--- src/rtl/fwd_pkg.sv ---
// Shared types and helpers for the operand-forwarding unit.
package fwd_pkg;

    localparam int FWD_XLEN = 32;
    localparam int FWD_REGW = 5;
    localparam int SEL_RF   = 0;

    typedef struct packed {
        logic                vld;
        logic [FWD_REGW-1:0] rd;
        logic                dv;
        logic [FWD_XLEN-1:0] data;
    } fwd_entry_t;

    function automatic logic [31:0] sat_inc32(input logic [31:0] v);
        return (v == 32'hFFFF_FFFF) ? v : v + 32'd1;
    endfunction

endpackage

--- src/rtl/fwd_port_sel.sv ---
// Per-read-port selector: youngest matching producer wins; flags a hazard if its data is pending.
module fwd_port_sel
    import fwd_pkg::*;
#(
    parameter int XLEN  = FWD_XLEN,
    parameter int REGW  = FWD_REGW,
    parameter int DEPTH = 3,
    parameter int SELW  = $clog2(DEPTH + 1)
) (
    input  logic [REGW-1:0]       rs,
    input  logic [XLEN-1:0]       rf_data,
    input  logic [DEPTH-1:0]      vld,
    input  logic [DEPTH*REGW-1:0] rd,
    input  logic [DEPTH-1:0]      dv,
    input  logic [DEPTH*XLEN-1:0] data,
    output logic [XLEN-1:0]       op,
    output logic [SELW-1:0]       sel,
    output logic                  hazard
);

    logic [DEPTH-1:0] hit_s;

    // match vector; x0 never matches
    always_comb begin
        hit_s = '0;
        for (int k = 0; k < DEPTH; k++) begin
            if (vld[k] && (rd[k*REGW +: REGW] == rs) && (rs != '0)) begin
                hit_s[k] = 1'b1;
            end else begin
                hit_s[k] = 1'b0;
            end
        end
    end

    // walk oldest to youngest so the youngest hit is written last
    always_comb begin
        op     = rf_data;
        sel    = SELW'(SEL_RF);
        hazard = 1'b0;
        for (int k = DEPTH - 1; k >= 0; k--) begin
            if (hit_s[k]) begin
                op     = data[k*XLEN +: XLEN];
                sel    = SELW'(k + 1);
                hazard = ~dv[k];
            end else begin
                op     = op;
                sel    = sel;
                hazard = hazard;
            end
        end
    end

endmodule

--- src/rtl/fwd_bypass_unit.sv ---
// Operand-forwarding unit: tracks the last DEPTH writes and serves NREAD operand ports.
// Optional FWD_BYPASS_STATS_EN adds saturating forward/stall counters.
module fwd_bypass_unit
    import fwd_pkg::*;
#(
    parameter int XLEN  = FWD_XLEN,
    parameter int REGW  = FWD_REGW,
    parameter int NREAD = 2,
    parameter int DEPTH = 3,
    parameter int SELW  = $clog2(DEPTH + 1)
) (
    input  logic                    clk_i,
    input  logic                    rst_i,
    input  logic                    advance_i,
    input  logic                    push_we_i,
    input  logic [REGW-1:0]         push_rd_i,
    input  logic                    push_load_i,
    input  logic [XLEN-1:0]         push_data_i,
    input  logic [XLEN-1:0]         mem_rdata_i,
    input  logic                    flush_i,
    input  logic [NREAD*REGW-1:0]   rs_i,
    input  logic [NREAD*XLEN-1:0]   rf_data_i,
    output logic [NREAD*XLEN-1:0]   op_o,
    output logic [NREAD*SELW-1:0]   sel_o,
    output logic                    stall_o
`ifdef FWD_BYPASS_STATS_EN
    ,
    output logic [31:0]             fwd_cnt_o,
    output logic [31:0]             stall_cnt_o
`endif
);

    logic [DEPTH-1:0]      vld_r;
    logic [DEPTH-1:0]      dv_r;
    logic [DEPTH*REGW-1:0] rd_r;
    logic [DEPTH*XLEN-1:0] data_r;
    logic [NREAD-1:0]      haz_s;
    logic                  push_s;
    logic                  fill_s;

    assign stall_o = |haz_s;
    // a stalled cycle still advances but inserts a bubble instead of the push
    assign push_s  = push_we_i & ~stall_o & (push_rd_i != '0);
    assign fill_s  = vld_r[0] & ~dv_r[0];

    // entry shift register with push at stage 0 and load fill on 0->1
    always_ff @(posedge clk_i) begin
        if (rst_i || flush_i) begin
            vld_r  <= '0;
            dv_r   <= '0;
            rd_r   <= '0;
            data_r <= '0;
        end else if (advance_i) begin
            for (int k = DEPTH - 1; k >= 1; k--) begin
                vld_r[k]             <= vld_r[k-1];
                rd_r[k*REGW +: REGW] <= rd_r[(k-1)*REGW +: REGW];
                if ((k == 1) && fill_s) begin
                    dv_r[k]              <= 1'b1;
                    data_r[k*XLEN +: XLEN] <= mem_rdata_i;
                end else begin
                    dv_r[k]              <= dv_r[k-1];
                    data_r[k*XLEN +: XLEN] <= data_r[(k-1)*XLEN +: XLEN];
                end
            end
            vld_r[0]        <= push_s;
            rd_r[0 +: REGW] <= push_s ? push_rd_i : '0;
            dv_r[0]         <= push_s & ~push_load_i;
            data_r[0 +: XLEN] <= (push_s && !push_load_i) ? push_data_i : '0;
        end else begin
            vld_r  <= vld_r;
            dv_r   <= dv_r;
            rd_r   <= rd_r;
            data_r <= data_r;
        end
    end

    for (genvar p = 0; p < NREAD; p++) begin : g_port
        fwd_port_sel #(
            .XLEN  (XLEN),
            .REGW  (REGW),
            .DEPTH (DEPTH),
            .SELW  (SELW)
        ) u_sel (
            .rs      (rs_i[p*REGW +: REGW]),
            .rf_data (rf_data_i[p*XLEN +: XLEN]),
            .vld     (vld_r),
            .rd      (rd_r),
            .dv      (dv_r),
            .data    (data_r),
            .op      (op_o[p*XLEN +: XLEN]),
            .sel     (sel_o[p*SELW +: SELW]),
            .hazard  (haz_s[p])
        );
    end

`ifdef FWD_BYPASS_STATS_EN
    logic fwd_any_s;

    // any port served from a stage with valid data
    always_comb begin
        fwd_any_s = 1'b0;
        for (int p = 0; p < NREAD; p++) begin
            if ((sel_o[p*SELW +: SELW] != SELW'(SEL_RF)) && !haz_s[p]) begin
                fwd_any_s = 1'b1;
            end else begin
                fwd_any_s = fwd_any_s;
            end
        end
    end

    // saturating event counters, cleared only by reset
    always_ff @(posedge clk_i) begin
        if (rst_i) begin
            fwd_cnt_o   <= 32'd0;
            stall_cnt_o <= 32'd0;
        end else begin
            if (fwd_any_s) begin
                fwd_cnt_o <= sat_inc32(fwd_cnt_o);
            end
            if (stall_o) begin
                stall_cnt_o <= sat_inc32(stall_cnt_o);
            end
        end
    end
`else
    // statistics not built in this configuration
`endif

endmodule
--- config.mk ---
export PLATFORM = sky130hd
export DESIGN_NAME = fwd_bypass_unit
export DESIGN_NICKNAME = d
export VERILOG_FILES = /design/src/rtl/fwd_pkg.sv /design/src/rtl/fwd_port_sel.sv /design/src/rtl/fwd_bypass_unit.sv
export SDC_FILE = /design/constraint.sdc
export NUM_CORES = 1
export LEC_CHECK = 0
export CORE_MARGIN = 8
export CORE_UTILIZATION = 45
export CTS_CLUSTER_SIZE = 14
export DETAILED_ROUTE_END_ITERATION = 8
export PLACE_DENSITY = 0.84
export SLEW_MARGIN = 10
export SYNTH_ARGS = -nofsm -noshare
export SYNTH_HDL_FRONTEND = slang
export SYNTH_SLANG_ARGS = --single-unit
--- constraint.sdc ---
create_clock -name clk_i -period 4.85 [get_ports clk_i]
set_input_delay 1.455 -clock clk_i [delete_from_list [all_inputs] [get_ports clk_i]]
set_output_delay 1.455 -clock clk_i [all_outputs]
set_load 0.005 [all_outputs]
==> results of run 1 <==
## logic make-up after synthesis
group,count (synthesis),synth area share (%)
xor+xnor,30,3.65
compound gates,207,22.0
flops,117,32.6
buf+inv,87,5.80
mux,141,19.6
simple gates,251,16.4
## through the flow
stage                     hold slack, ns  area, um^2  TNS [ns]
after floorplan                    0.460        7190         0
after global placement             0.474        9720    -43.85
after detailed placement           0.482        9720    -45.74
after CTS                          0.490       10900     -1.58
after global routing               0.509       11500    -0.675
final                              0.490       11500         0
## synthesized netlist by cell type, drive strengths merged, types with 12 or more instances
master	instances	area share (%)
a211oi	97	10
a21o	66	6.9
buf	37	3.2
clkbuf	47	2.5
dfxtp	117	33
mux2i	141	20
nand2	41	2.2
nand3b	32	3.3
nor2	150	7.9
o31ai	33	3.9
xnor2	18	2.2
xor2	12	1.5
## registers in the layout (all words and copies together) (netlist names)
signal and count:
dv_r 3, vld_r 3, rd_r 15, data_r 96
## layer usage
metal	up-vias	wire length (um)	share of wire, %
met3	72	2310	8.0
met4	2	891	3.1
met1	3678	11600	40
met2	364	13900	48
met5	-	17	0.059
li1	3540	-	-
## placed cells by master, fill, tap and decap left out, types with 16 or more instances in the layout
| cell type | netlist | routed |
|---|---|---|
| clkdlybuf4s50_1 | 0 | 137 |
| a211oi_1 | 97 | 53 |
| buf_2 | 18 | 29 |
| a21o_1 | 66 | 66 |
| nor2_1 | 148 | 128 |
| clkbuf_2 | 0 | 16 |
| buf_6 | 5 | 28 |
| dfxtp_1 | 117 | 117 |
| mux2i_2 | 0 | 18 |
| nand2_1 | 40 | 40 |
| buf_4 | 8 | 55 |
| clkbuf_16 | 0 | 24 |
| a211oi_2 | 0 | 43 |
| o31ai_1 | 26 | 26 |
| clkdlybuf4s15_1 | 0 | 16 |
| mux2i_1 | 141 | 120 |
| nand3b_1 | 32 | 32 |
## final cells by class
cell class	instances	area share [%]
Multi-Input combinational cell	629	44.0
Timing Repair Buffer	322	27.9
Sequential cell	117	20.4
Clock buffer	23	4.17
Tap cell	216	2.36
Clock inverter	9	1.09
Inverter	3	0.0982
## worst max-delay path, stage by stage
cell	delay [ns]
buf_8	0.10
or4_4	0.54
nor2_4	0.19
buf_6	0.13
nor4_4	0.04
buf_12	0.16
buf_6	0.11
o22a_1	0.19
o32ai_4	0.23
or2_1	0.14
buf_2	0.11
## timing repair
item,CTS,global route
buffers inserted,27,29
cloned,6,8
setup endpoints to repair,69,68
pin swaps,53,51
hold endpoints to repair,0,0
resized for setup,287,134
hold buffers,0,0
## final timing paths
| kind | end | slack, ns | cells past startpoint |
|---|---|---|---|
| worst max-delay path | stall_o | 0.0008 | 11 |
| worst min-delay path | data_r[8] | 0.49 | 2 |
| worst max register to register | data_r[20] | 2.02 | 10 |
| worst min register to register | data_r[8] | 0.49 | 2 |
## power by group through the flow
| stage | Clock (mW) | Combinational, mW | Sequential, mW |
|---|---|---|---|
| 2_1_floorplan | 0 | 0.153 | 1.01 |
| 3_3_place_gp | 0 | 0.371 | 1.02 |
| 3_5_place_dp | 0 | 0.375 | 1.02 |
| 4_1_cts | 1.31 | 0.367 | 0.997 |
| 5_1_grt | 1.36 | 0.411 | 1.00 |
| 6_report | 1.31 | 0.387 | 0.999 |
==> impl_metrics.py, run 1 <==
metrics = {
    "final_layout": {
        "fin_nets": 1239,
        "num_antenna_cells": 0,
        "syn_to_final_growth_pct": 59.5,
        "fill_cells": 1136,
        "multi_input_area_um2": 5040,
        "drive_gt1_share_pct": 27.5,
        "postLayoutCoreUtil_pct": 72.7,
        "area.sequential_um2": 2340,
        "instances_no_fill": 1319,
    },
    "global_route": {
        "top_usage_layer": "met2",
        "grt_pass1_wl_um": 41200,
        "grt_use_met2_pct": 43.8,
        "gr-total-overflow": 0,
        "grt_max_degree": 73,
        "grt_pass1_vias": 7592,
        "grt_use_met3_pct": 6.24,
        "use_met1_pct": 30.6,
        "antenna_found_initial": 1,
        "grtUsageTotal_pct": 25.8,
    },
    "power_and_ir_drop": {
        "peakVddDrop_mv": 0.242,
        "leakagePower_nw": 4.75,
        "power_frac_comb_pct": 14.4,
        "sw_frac_of_total_pct": 23.7,
        "p_seq_share_pct": 37.1,
        "finalPower_mw": 2.69,
        "power_switching_uw": 637,
        "power_density_nw_per_um2": 235,
        "p_int_mw": 2.05,
        "clkPwrFrac_pct": 48.5,
    },
    "placed_design": {
        "place_ws_ns": -0.728,
        "port_buffers": 217,
        "place.gp.congestion": 0.844,
        "dp_hpwl_um": 17100,
        "dp_cells": 1228,
    },
    "clock_tree": {
        "cts_tree": "done",
        "cts.htree.levels": 4,
        "cts.sinks": 117,
        "cts-buffers-inserted": 17,
        "clk_latency_ns": 0.42,
        "root_buffer": "clkbuf_16",
        "clock_path_buffers": 2,
        "clk_pin_slew_ns": 0.05,
    },
    "critical_path": {
        "worst_setup_path_end_kind": "output port",
        "cp_max_fo": 5,
        "critPathLaunch": "rs_i[2]",
        "arrival_ns": 3.39,
        "worstSetupPathType": "in -> out",
        "reg2reg_from": "rd_r[5]",
        "crit_required_ns": 3.39,
        "startpoint_type": "primary input",
    },
    "route": {
        "drt_pre_antenna_iters": 5,
        "drt_iter0_markers": 565,
        "wl_per_cell_um": 21.8,
        "drc": 0,
        "ant_nets": 0,
        "viasPerCell": 5.80,
        "drt_wl_total_um": 28800,
        "num_vias": 7656,
    },
    "timing": {
        "worst_slack_ns": 0.000800,
        "slew_viol_final": 0,
        "max_freq_mhz": 206,
        "fin_crit_sh_pct": 100,
        "setup_viol": 0,
        "rsz0062_at_grt": "yes",
        "hold_viol_final": 0,
        "worstMarginPinSlew_ns": 1.17,
        "skew_ns": 0.00642,
        "min_period_ns": 4.85,
        "relSlewSlack_pct": 21.9,
    },
    "synth": {
        "yosysWarnings": 0,
        "synthCells": 833,
        "synthDistinctLibCells": 35,
        "syn_avg_cell_area_um2": 8.63,
        "ys.flop_type": "dfxtp_1",
        "synth_seq_area_share_pct": 32.6,
        "synth_edf_count": 0,
        "ys_ff_latch": 117,
        "syn_nets": 982,
        "async_flop_share_pct": 0,
        "syn_area_um2": 7190,
    },
    "floorplan": {
        "initial_core_util_pct": 45.6,
        "die_y_um": 142,
        "pin_count": 218,
        "die_area_um2": 20300,
        "coreArea_um2": 15800,
        "die_w_um": 142,
        "rows": 46,
    },
    "flow_run": {
        "cap_viol_max_count": 0,
    },
    "min_path": {
        "hold_class": "reg -> reg",
        "hp-start": "data_r[8]",
    },
    "status": {
        "outcome": "finished clean",
    },
}
(Power assumes the default switching activity.)
==> run 2: changes to the inputs <==
ABC_AREA = 0   (was default)
==> results of run 2 <==
Same layout as run 1: the final DEF is identical, and so are final timing and power.
==> run 3: changes to the inputs <==
CORE_MARGIN = 2   (was 8)
==> run 3 against run 2 <==
  * The run now ends with setup timing left
  * Critical path depth rose by 2
  * Critical endpoint is now op_o[19]
  * Largest cell class unchanged
  * Global-route usage rose by 5.6 points
  * Total power fell by 7.6%
==> impl_metrics.py, run 3 (synthesized netlist as in run 1, its figures left out) <==
metrics = {
    "global_route": {
        "grt_pass1_wl_um": 41300,
        "grt_max_degree": 82,
        "grt_pass1_vias": 7658,
        "antenna_found_initial": 0,
        "gr-total-overflow": 0,
        "grtUsageTotal_pct": 31.5,
    },
    "final_layout": {
        "layout_commonest_cell": "clkdlybuf4s50_1",
        "fill_cells": 1071,
        "num_antenna_cells": 0,
        "reg_top3": "data_r x96, rd_r x15",
        "drive_gt1_share_pct": 30.5,
        "fin_nets": 1247,
        "final_cell_mix": "clkdlybuf4s50_1, mux2i_1, nor2_1",
        "largest_register_ffs": 96,
        "regMostFlops": "data_r",
        "syn_to_final_growth_pct": 60.7,
        "design_area_um2": 11600,
    },
    "critical_path": {
        "reg2regPathDepth": 7,
        "arrival_ns": 3.54,
        "worstSetupPathType": "in -> out",
        "cp_max_fo": 7,
        "worst_setup_path_end_kind": "output port",
        "startpoint_type": "primary input",
        "rrSetupSlack_ns": 2.24,
        "reg2reg_from": "rd_r[5]",
        "crit_required_ns": 3.39,
        "cp-endpoint": "op_o[19]",
        "timing.rr.end": "data_r[22]",
        "critPathLaunch": "rs_i[3]",
    },
    "power_and_ir_drop": {
        "leakagePower_nw": 4.76,
        "sw_frac_of_total_pct": 24.7,
        "peakVddDrop_mv": 0.234,
        "p_int_mw": 1.87,
        "clkPwrFrac_pct": 44.0,
        "power_switching_uw": 615,
        "finalPower_mw": 2.49,
        "power_frac_comb_pct": 15.8,
        "p_seq_share_pct": 40.2,
        "power_density_nw_per_um2": 215,
    },
    "clock_tree": {
        "clock_path_buffers": 2,
        "clk_pin_slew_ns": 0.05,
        "root_buffer": "clkbuf_16",
        "cts.sinks": 117,
        "cts.htree.levels": 4,
        "cts_tree": "done",
        "cts-buffers-inserted": 17,
        "clk_latency_ns": 0.42,
    },
    "route": {
        "viasPerCell": 5.95,
        "drt_pre_antenna_iters": 5,
        "drt_iter0_markers": 697,
        "drc": 0,
        "ant_nets": 0,
        "wl_per_cell_um": 21.6,
        "num_vias": 7876,
        "drt_wl_total_um": 28600,
    },
    "status": {
        "outcome": "finished with violations",
        "violations": "setup timing",
    },
    "placed_design": {
        "port_buffers": 217,
        "place.gp.congestion": 0.872,
        "dp_hpwl_um": 15700,
        "place_area_um2": 9720,
    },
    "floorplan": {
        "die_area_um2": 17000,
        "die_y_um": 130,
        "coreArea_um2": 15800,
        "rows": 46,
        "die_w_um": 130,
        "pin_count": 218,
        "initial_core_util_pct": 45.6,
    },
    "timing": {
        "worstMarginPinSlew_ns": 1.19,
        "slew_viol_final": 0,
        "fin_crit_sh_pct": 103,
        "relSlewSlack_pct": 20.5,
        "worst_slack_ns": -0.149,
        "setup_viol": 30,
        "rsz0062_at_grt": "yes",
        "min_period_ns": 5.00,
        "max_freq_mhz": 200,
        "skew_ns": 0.00821,
        "whs_ns": 0.491,
        "hold_viol_final": 0,
    },
    "min_path": {
        "hold_class": "reg -> reg",
        "hp-start": "data_r[8]",
    },
    "flow_run": {
        "cap_viol_max_count": 0,
    },
}
run 3: metal layers:
layer	wire [um]	global-route usage [%]
met3	2040	5.70
met2	13800	52.5
met4	1130	16.1
met5	0	0
met1	11600	39.1
run 3: how the worst min path moves through the flow:
stage,endpoint,slack (ns),depth (start not counted)
2_1_floorplan,data_r[0],0.46,2
3_3_place_gp,data_r[13],0.48,2
3_5_place_dp,data_r[6],0.49,2
4_1_cts,data_r[16],0.49,2
5_1_grt,data_r[21],0.53,2
6_report,data_r[8],0.49,2
run 3: repair_timing:
item	in CTS	in global routing
setup endpoints to repair	69	64
setup buffers	48	22
gates resized for setup	378	112
hold buffers	0	0
gates cloned	10	1
pin swaps	77	41
run 3: layout make-up:
class                   instances  area [um^2]  area share, %
inverters                       3         11.3         0.0975
clock buffers                  22          464           4.02
clock inverters                 6         32.5          0.282
flip-flops and latches        117         2340           20.3
well taps                     216          270           2.34
multi-input cells             629         5110           44.2
repair buffers                330         3330           28.8
run 3: critical path, cell delays in order:
cell and delay [ns]:
buf_8 0.10, or4_4 0.54, nor2_4 0.14, buf_6 0.12, nor4_4 0.05, buf_4 0.16
buf_12 0.13, buf_6 0.12, buf_6 0.11, mux2i_2 0.22, a211oi_2 0.11, a21o_1 0.17
buf_2 0.12
run 3: per-stage QoR:
step                TNS, ns  worst slack [ns]  cells  util [%]
finish                -1.34            -0.149   1323      73.3
global route          -3.41            -0.183   1323      73.3
CTS                   -1.88            -0.192   1310      71.2
detailed placement   -47.16            -0.770   1225      61.6
global placement     -45.02            -0.730   1225      61.6
floorplan                 0             0.370    833         -
run 3: power groups by stage:
stage / Sequential [mW] / Combinational, mW / Clock (mW)
final: 1.00 / 0.393 / 1.09
after global routing: 1.00 / 0.415 / 1.14
after CTS: 0.997 / 0.372 / 1.09
after detailed placement: 1.02 / 0.376 / 0
after global placement: 1.02 / 0.371 / 0
after floorplan: 1.01 / 0.153 / 0
